--- config.mk ---
export PLATFORM = sky130hd
export DESIGN_NAME = uart_io_16
export DESIGN_NICKNAME = d
export VERILOG_FILES = /design/src/rtl/uart_io_16.sv
export SDC_FILE = /design/constraint.sdc
export NUM_CORES = 1
export LEC_CHECK = 0
export CORE_MARGIN = 10
export CORE_UTILIZATION = 53
export CTS_CLUSTER_DIAMETER = 120
export DETAILED_ROUTE_END_ITERATION = 10
export PLACE_DENSITY = 0.73
export SYNTH_ARGS = -nofsm -noshare
export SYNTH_HDL_FRONTEND = slang
export SYNTH_SLANG_ARGS = --single-unit
--- constraint.sdc ---
create_clock -name clk -period 4 [get_ports clk]
set_input_delay 0.4 -clock clk [delete_from_list [all_inputs] [get_ports clk]]
set_output_delay 0.4 -clock clk [all_outputs]
set_load 0.1 [all_outputs]
--- src/rtl/uart_io_16.sv ---
// Memory-mapped 8N1 UART with 8-entry TX/RX FIFOs and a programmable baud divisor.
// Register window decoded on addr[15:8]; dout is registered with one cycle of read latency.
module uart_io_16 #(
  parameter logic [15:0] BASE_ADDR   = 16'h4000,
  parameter int unsigned FIFO_AW     = 3,
  parameter logic [15:0] DEFAULT_DIV = 16'd867
) (
  input  logic        clk,
  input  logic        reset_n,
  input  logic [15:0] addr,
  input  logic [15:0] din,
  output logic [15:0] dout,
  input  logic        we,
  input  logic        rxd,
  output logic        txd,
  output logic        rx_ready
);
  localparam int unsigned DEPTH = 1 << FIFO_AW;
  localparam logic [FIFO_AW:0] FULL_CNT = (FIFO_AW + 1)'(DEPTH);
  localparam logic [1:0] S_IDLE = 2'd0, S_START = 2'd1, S_DATA = 2'd2, S_STOP = 2'd3;

  logic       sel;
  logic [7:0] off;
  logic       wr_tx, wr_rxctl, wr_div;
  assign sel      = (addr[15:8] == BASE_ADDR[15:8]);
  assign off      = addr[7:0];
  assign wr_tx    = we && sel && (off == 8'h01);
  assign wr_rxctl = we && sel && (off == 8'h03);
  assign wr_div   = we && sel && (off == 8'h04);

  logic [15:0] baud;

  // TX path
  logic [7:0]         tx_mem [DEPTH];
  logic [FIFO_AW-1:0] tx_wp, tx_rp;
  logic [FIFO_AW:0]   tx_cnt;
  logic [1:0]         tx_state;
  logic [15:0]        tx_div, tx_bcnt;
  logic [2:0]         tx_bit;
  logic [7:0]         tx_sh;
  logic               tx_full, tx_empty, tx_push, tx_pop, tx_tick, txd_q;

  assign tx_full  = (tx_cnt == FULL_CNT);
  assign tx_empty = (tx_cnt == '0);
  assign tx_push  = wr_tx && !tx_full;
  assign tx_tick  = (tx_bcnt == tx_div);
  assign tx_pop   = !tx_empty && ((tx_state == S_IDLE) || (tx_state == S_STOP && tx_tick));
  assign txd      = txd_q;

  always_ff @(posedge clk) begin
    if (tx_push) tx_mem[tx_wp] <= din[7:0];
  end

  always_ff @(posedge clk or negedge reset_n) begin
    if (!reset_n) begin
      tx_wp <= '0; tx_rp <= '0; tx_cnt <= '0;
      tx_state <= S_IDLE; tx_div <= DEFAULT_DIV; tx_bcnt <= '0;
      tx_bit <= '0; tx_sh <= '0; txd_q <= 1'b1;
    end else begin
      // txd follows the state one clock later, so the start bit begins 1 clk after the pop
      txd_q <= (tx_state == S_START) ? 1'b0 : (tx_state == S_DATA) ? tx_sh[0] : 1'b1;
      if (tx_push) tx_wp <= tx_wp + 1'b1;
      if (tx_pop) tx_rp <= tx_rp + 1'b1;
      if (tx_push && !tx_pop) tx_cnt <= tx_cnt + 1'b1;
      else if (!tx_push && tx_pop) tx_cnt <= tx_cnt - 1'b1;
      case (tx_state)
        S_IDLE: if (tx_pop) begin
          tx_sh <= tx_mem[tx_rp]; tx_div <= baud; tx_bcnt <= '0; tx_state <= S_START;
        end
        S_START: if (tx_tick) begin
          tx_bcnt <= '0; tx_bit <= '0; tx_state <= S_DATA;
        end else tx_bcnt <= tx_bcnt + 1'b1;
        S_DATA: if (tx_tick) begin
          tx_bcnt <= '0; tx_sh <= tx_sh >> 1; tx_bit <= tx_bit + 1'b1;
          if (tx_bit == 3'd7) tx_state <= S_STOP;
        end else tx_bcnt <= tx_bcnt + 1'b1;
        default: if (tx_tick) begin
          tx_bcnt <= '0;
          if (tx_pop) begin
            tx_sh <= tx_mem[tx_rp]; tx_div <= baud; tx_state <= S_START;
          end else tx_state <= S_IDLE;
        end else tx_bcnt <= tx_bcnt + 1'b1;
      endcase
    end
  end

  // RX path
  logic [7:0]         rx_mem [DEPTH];
  logic [FIFO_AW-1:0] rx_wp, rx_rp;
  logic [FIFO_AW:0]   rx_cnt;
  logic [1:0]         rx_state;
  logic [15:0]        rx_div, rx_bcnt;
  logic [16:0]        rx_half;
  logic [2:0]         rx_bit;
  logic [7:0]         rx_sh;
  logic               s1, s2, s2_prev;
  logic               rx_full, rx_empty, rx_tick, rx_done, rx_push, rx_pop;
  logic               set_ovr, set_frm, flag_clr, overrun, frm_err;

  assign rx_full  = (rx_cnt == FULL_CNT);
  assign rx_empty = (rx_cnt == '0);
  assign rx_tick  = (rx_bcnt == rx_div);
  assign rx_half  = ({1'b0, rx_div} + 17'd1) >> 1;
  assign rx_done  = (rx_state == S_STOP) && rx_tick;
  assign rx_push  = rx_done && s2 && !rx_full;
  assign set_ovr  = rx_done && s2 && rx_full;
  assign set_frm  = rx_done && !s2;
  assign rx_pop   = wr_rxctl && din[0] && !rx_empty;
  assign flag_clr = wr_rxctl && din[15];
  assign rx_ready = !rx_empty;

  always_ff @(posedge clk) begin
    if (rx_push) rx_mem[rx_wp] <= rx_sh;
  end

  always_ff @(posedge clk or negedge reset_n) begin
    if (!reset_n) begin
      s1 <= 1'b1; s2 <= 1'b1; s2_prev <= 1'b1;
      rx_wp <= '0; rx_rp <= '0; rx_cnt <= '0;
      rx_state <= S_IDLE; rx_div <= DEFAULT_DIV; rx_bcnt <= '0;
      rx_bit <= '0; rx_sh <= '0; overrun <= 1'b0; frm_err <= 1'b0;
    end else begin
      s1 <= rxd; s2 <= s1; s2_prev <= s2;
      overrun <= set_ovr || (overrun && !flag_clr);
      frm_err <= set_frm || (frm_err && !flag_clr);
      if (rx_push) rx_wp <= rx_wp + 1'b1;
      if (rx_pop) rx_rp <= rx_rp + 1'b1;
      if (rx_push && !rx_pop) rx_cnt <= rx_cnt + 1'b1;
      else if (!rx_push && rx_pop) rx_cnt <= rx_cnt - 1'b1;
      case (rx_state)
        // the detection cycle counts as the first clock of the start bit
        S_IDLE: if (s2_prev && !s2) begin
          rx_state <= S_START; rx_bcnt <= 16'd1; rx_div <= baud;
        end
        S_START: if ({1'b0, rx_bcnt} == rx_half) begin
          rx_bcnt <= '0; rx_bit <= '0;
          rx_state <= s2 ? S_IDLE : S_DATA;
        end else rx_bcnt <= rx_bcnt + 1'b1;
        S_DATA: if (rx_tick) begin
          rx_bcnt <= '0; rx_sh <= {s2, rx_sh[7:1]}; rx_bit <= rx_bit + 1'b1;
          if (rx_bit == 3'd7) rx_state <= S_STOP;
        end else rx_bcnt <= rx_bcnt + 1'b1;
        default: if (rx_tick) begin
          rx_bcnt <= '0; rx_state <= S_IDLE;
        end else rx_bcnt <= rx_bcnt + 1'b1;
      endcase
    end
  end

  // Divisor register and registered read port
  always_ff @(posedge clk or negedge reset_n) begin
    if (!reset_n) begin
      baud <= DEFAULT_DIV;
      dout <= '0;
    end else begin
      if (wr_div) baud <= (din < 16'd3) ? 16'd3 : din;
      if (!sel) dout <= '0;
      else begin
        case (off)
          8'h00: dout <= {10'b0, frm_err, overrun, rx_full, !rx_empty,
                          tx_full, (tx_state != S_IDLE) || !tx_empty};
          8'h02: dout <= rx_empty ? 16'h0000 : {8'h00, rx_mem[rx_rp]};
          8'h04: dout <= baud;
          default: dout <= '0;
        endcase
      end
    end
  end
endmodule

Yosys cells after proc, flatten, opt, wreduce, memory -nomap -nowiden
Memories as Yosys holds them, arrays and structs flattened.
Cells that the tools add are included.
- add/subtract/negate cells: 13
- order comparisons: 1
- equality and inequality tests: 26
- multiplexer cells: 48
- bitwise logic cells: 2
- reductions and logical operators: 57
- operator list (operator ; number):
    $mux 16 ; 10
    $pmux 16 s2 ; 2
    $eq 16x16->1 ; 3
    $pmux 16 s3 ; 1
    $add 16x1->16 const B ; 2
    $mux 8 ; 4
    $pmux 8 s3 ; 1
    $logic_and 1x1->1 ; 22
    $mux 2 ; 11
    $add 3x1->3 const B ; 6
    $add 16x1->17 const B ; 1
    $eq 8x2->1 const B ; 2
    $lt 16x2->1 const B ; 1
    $mux 4 ; 4
    $ne 2x2->1 const B ; 7
    $mux 3 ; 4
    $pmux 2 s3 ; 2
    $pmux 3 s2 ; 2
    $reduce_bool 2->1 ; 6
    $logic_not 1->1 ; 10
    $reduce_and 5->1 ; 2
    $reduce_and 3->1 ; 3
    $add 4x1->4 const B ; 2
    $eq 2x2->1 const B ; 4
    other kinds (17) ; 35
- register bits after elaboration: 148
- RAM bits: 128
- input port bits: 36
- output and inout port bits: 18
- memories kept: 2
- memory list (memory ; depth ; bits a word ; rd ports ; clocked after memory_dff ; write ports ; RTL line ; source):
    rx_mem ; 8 ; 8 ; 1 ; 0 ; 1 ; 88 ; logic [7:0] rx_mem [DEPTH];
    tx_mem ; 8 ; 8 ; 1 ; 0 ; 1 ; 34 ; logic [7:0] tx_mem [DEPTH];

Longest topological paths before layout
- depth after elaboration: 8
- gate-level depth with buffers: 14
- depth with buffers taken out: 14

Worst setup path before layout
No wires, ideal clock.
- path type: flip-flop to flip-flop
- from: register rx_div[5]
- to: register rx_cnt[3]
- arrival: 3.009 ns
- required time: 3.875 ns
- path slack: 0.866 ns
- stages on the path, launching flop included: 15
- buffers on the path: 1
- clock period less this slack: 3.134 ns
- cell sequence: dfstp_2 buf_2 xor2_1 nor4_1 nand4_1 or3_4 nor3b_4 ha_1 inv_1 ha_1 a21o_1 a21oi_1 xnor2_1 nor2_1 xor2_1
- cells in the longest elaborated chain, start to end: 7
- elaborated cells on any way between the ends: 9
- classes of those cells: eq/ne: 1; mux: 1; reduce/logical: 7
- ends and longest elaborated chain (element ; RTL line ; source):
    start, declared ; 92 ; logic [15:0] rx_div, rx_bcnt;
    start signal, assigned ; 120 ; rx_state <= S_IDLE; rx_div <= DEFAULT_DIV; rx_bcnt <= '0;
    start signal, assigned ; 133 ; rx_state <= S_START; rx_bcnt <= 16'd1; rx_div <= baud;
    $eq 16x16->1 (*) ; 102 ; assign rx_tick = (rx_bcnt == rx_div);
    $logic_and 1x1->1 (*) ; 104 ; assign rx_done = (rx_state == S_STOP) && rx_tick;
    $logic_and 1x1->1 (*) (2 in a row) ; 105 ; assign rx_push = rx_done && s2 && !rx_full;
    via rx_push ; 97 ; logic rx_full, rx_empty, rx_tick, rx_done, rx_push, rx_pop;
    $logic_not 1->1 ; 129 ; else if (!rx_push && rx_pop) rx_cnt <= rx_cnt - 1'b1;
    $logic_and 1x1->1 ; 129 ;
    $reduce_bool 2->1 (no line) ; n/a ;
    end signal, assigned ; 128 ; if (rx_push && !rx_pop) rx_cnt <= rx_cnt + 1'b1;
    end signal, assigned ; 129 ;
    end, declared ; 90 ; logic [FIFO_AW:0] rx_cnt;
The timed path passes the listed nets; every way through them passes the cells marked *.
A chain may end at the register's enable or synchronous reset.

Final worst setup path
- from: register rx_div[8]
- to: register rx_cnt[3]
The elaborated chain is that of the path after synthesis.

==> impl_metrics.tcl <==
set metrics [dict create \
    status "finished, final reports clean" \
    ir_worst_vdd_v 0.0003919 \
    reg2reg_slack_ns 0.44 \
    cts_max_path_buffers 3 \
    start_kind "flop" \
    post-cts-setup-buffers 0 \
    setup-tns-final_ns 0 \
    synth.cell_area_sq_mm 0.01258 \
    final_common_cell "edfxtp_1" \
    num_antenna_cells 0 \
    grt_max_degree 99 \
    post-route-util 0.6191 \
    fmax_mhz 280.9 \
    initial_core_util 0.5377 \
    first_global_vias 7616 \
    rows 56 \
    yosys_most_used_dff "edfxtp_1" \
    fin_cells 1345 \
    port_buffers 53 \
    fillers 1787 \
    drv_cap 0 \
    hpwlAfterDp_microns 17820 \
    worstMarginPinSlew_ns 1.083 \
    holdPathEnd "s1$_DFF_PN1_" \
    firstDrtPassIters 6 \
    min_from "rxd" \
    path_clk_slew_ns 0.06 \
    routed_wl_microns 25820 \
    synth_cells 934 \
    htreeDepth 1 \
    die_h_microns 174.1 \
    vias 7575 \
    place_ws_ns 0.1256 \
    ant_nets 0 \
    cp_data_arrival_time_ns 3.99 \
    end_kind "flop" \
    core_sq_mm 0.02340 \
    cts_resized 0 \
    detail_route.wl_per_cell_microns 19.19 \
    routed-wl-met2_microns 12410 \
    track_usage 0.1700 \
    slew_headroom 0.2746 \
    ys_seq_area_frac 0.6020 \
    path_class "flop to flop" \
    crit_fanout 6 \
    drt_iter0_markers 601 \
    synthArstFlopShare 0.5362 \
    post-route-drc-count 0 \
    finalCritPeriodShare 0.8899 \
    cts_tree "built" \
    cts.sinks 276 \
    layout_min_cycle_time_ns 3.559 \
    yosysWarnings 0 \
    min_delay_path_depth 1 \
    cts_made_buffers 28 \
    vias_per_cell 5.632 \
    wl_met1_microns 11590 \
    p_per_area_mw_per_mm2 557.5 \
    synth-seq-cells 276 \
    wl_met3_microns 1270 \
    final_cell_area_sq_mm 0.01449 \
    syn-num-nets 993 \
    reg2reg_to "rx_cnt[3]$_DFFE_PN0P_" \
    rsz0062_at_grt "false" \
    critPathRequiredTime_ns 4.43 \
    nets 1063 \
    synth-edff-count 128 \
    drive_gt1_frac 0.2115 \
    r2r-start "rx_div[8]$_DFFE_PN1P_" \
    skew_ns 0.008460 \
    dp.cells 1292 \
    hold_viol_final 0 \
    top_layer "met5" \
    routabilityCongestion 0.8231 \
    syn_avg_cell_area_sq_um 13.47 \
    antenna_found_initial 1 \
    p_leak_uw 0.005756 \
    finalSetupViolations 0 \
    fin_ws_ns 0.4405 \
    multi_input_area_sq_mm 0.004772 \
    insertion_delay_ns 0.55 \
    place_area_sq_mm 0.01354 \
    seqCellArea_sq_mm 0.007575 \
    io_pins 54 \
    maxSlewViolCount 0 \
    root_buffer "clkbuf_16" \
    overflow 0 \
    syn_to_final_growth_pct 15.13 \
    synthDistinctLibCells 65 \
    grt_pass1_wl_microns 41830 \
    layout_common_cells "edfxtp_1 (128), dfrtp_1 (126), nand2_1 (80)" \
    ff2ff_path_depth 13 \
    hold_class "input port to flop" \
    die_area_sq_mm 0.03031 \
    fp.dieW_microns 174.1 \
]
stage by stage:
step | hold slack (ns) | total power (uW)
final | 0.2683 | 8077
after global routing | 0.2489 | 8516
after CTS | 0.2454 | 8149
after detailed placement | 0.3475 | 5519
after global placement | 0.3459 | 5460
after floorplan | 0.1044 | 5050
cell usage after synthesis (3+ instances only):
| cell | number | area, sq um |
|---|---|---|
| and3_1 | 12 | 75.07 |
| clkbuf_1 | 20 | 75.07 |
| mux2_2 | 73 | 822.0 |
| mux4_2 | 32 | 720.7 |
| inv_1 | 14 | 52.55 |
| nand2b_1 | 15 | 93.84 |
| nor2_1 | 60 | 225.2 |
| mux2i_1 | 13 | 130.1 |
| o31ai_1 | 3 | 22.52 |
| a222oi_1 | 4 | 40.04 |
| nand3_1 | 22 | 110.1 |
| o211ai_1 | 4 | 30.03 |
| nor4_1 | 14 | 87.58 |
| nand4_1 | 14 | 87.58 |
| xnor2_1 | 46 | 402.9 |
| xor2_1 | 42 | 367.9 |
| buf_4 | 3 | 22.52 |
| and2_1 | 15 | 93.84 |
| buf_1 | 3 | 11.26 |
| edfxtp_1 | 128 | 3844 |
| nand2_1 | 80 | 300.3 |
| ha_1 | 21 | 262.8 |
| a211oi_1 | 3 | 22.52 |
| o21ai_0 | 47 | 235.2 |
| a21oi_1 | 12 | 60.06 |
| nor2b_1 | 6 | 37.54 |
| buf_2 | 15 | 75.07 |
| dfrtp_1 | 126 | 3153 |
| a22oi_1 | 6 | 45.04 |
| nor3_1 | 12 | 60.06 |
| dfstp_2 | 22 | 578.1 |
worst max path at each step:
stage	cells past startpoint	slack (ns)	to	startpoint
after global placement	14	0.34	rx_cnt[3]$_DFFE_PN0P_	addr[5]
after global routing	13	0.20	rx_cnt[3]$_DFFE_PN0P_	rx_bcnt[1]$_DFFE_PN0P_
final	13	0.44	rx_cnt[3]$_DFFE_PN0P_	rx_div[8]$_DFFE_PN1P_
after CTS	13	0.45	rx_cnt[3]$_DFFE_PN0P_	rx_div[8]$_DFFE_PN1P_
after floorplan	14	0.87	rx_cnt[3]$_DFFE_PN0P_	rx_div[5]$_DFFE_PN1P_
after detailed placement	14	0.13	rx_cnt[3]$_DFFE_PN0P_	addr[5]
registers in the layout, summed over array words and instances, names as in the netlist, 2 cells and up:
name      cells
rx_wp         3
rx_cnt        4
tx_state      2
rx_sh         8
tx_wp         3
tx_bcnt      16
tx_cnt        4
rx_state      2
rx_mem       64
tx_bit        3
baud         16
tx_mem       64
tx_rp         3
rx_rp         3
rx_bcnt      16
tx_div       16
rx_div       16
tx_sh         8
dout         16
rx_bit        3
power breakdown:
part / internal, uW / switching [uW] / total, uW
sequential: 3310 / 363 / 3680
clock: 1540 / 1070 / 2610
combinational: 849 / 940 / 1790
total: 5700 / 2380 / 8080
cells by family after synthesis:
family	after synthesis	share of synthesized area
compound gates	97	0.04793
xor+xnor	88	0.06125
fa+ha+maj	23	0.02406
buf+inv	56	0.01919
flops	276	0.6020
mux	120	0.1347
simple gates	274	0.1109
what timing repair did:
action | 4_1_cts | 5_1_grt
endpoints found under the setup margin | 0 | 0
hold buffers | 1 | 0
endpoints found under the hold margin | 4 | 0
cell type report:
type | instances | area share
Multi-Input combinational cell | 602 | 0.3294
Tap cell | 319 | 0.02755
Clock buffer | 37 | 0.05527
Sequential cell | 276 | 0.5228
Clock inverter | 15 | 0.009414
Inverter | 14 | 0.003627
Timing Repair Buffer | 82 | 0.05190
critical path, stage by stage, from the launching register on:
cell	delay, ns
dfstp_2	0.60
xor2_1	0.08
nor4_1	0.30
nand4_1	0.27
or3_4	0.42
nor3b_4	0.40
ha_1	0.27
inv_1	0.10
ha_1	0.28
a21o_1	0.15
a21oi_1	0.19
xnor2_1	0.16
nor2_1	0.07
xor2_1	0.14
per-layer routing:
layer | GRT usage | vias to the layer above
met3 | 0.03077 | 42
met2 | 0.2733 | 167
li1 | - | 3554
met1 | 0.2318 | 3810
met5 | 0 | -
met4 | 0.04988 | 2
Power figures use the tool's default switching activity.
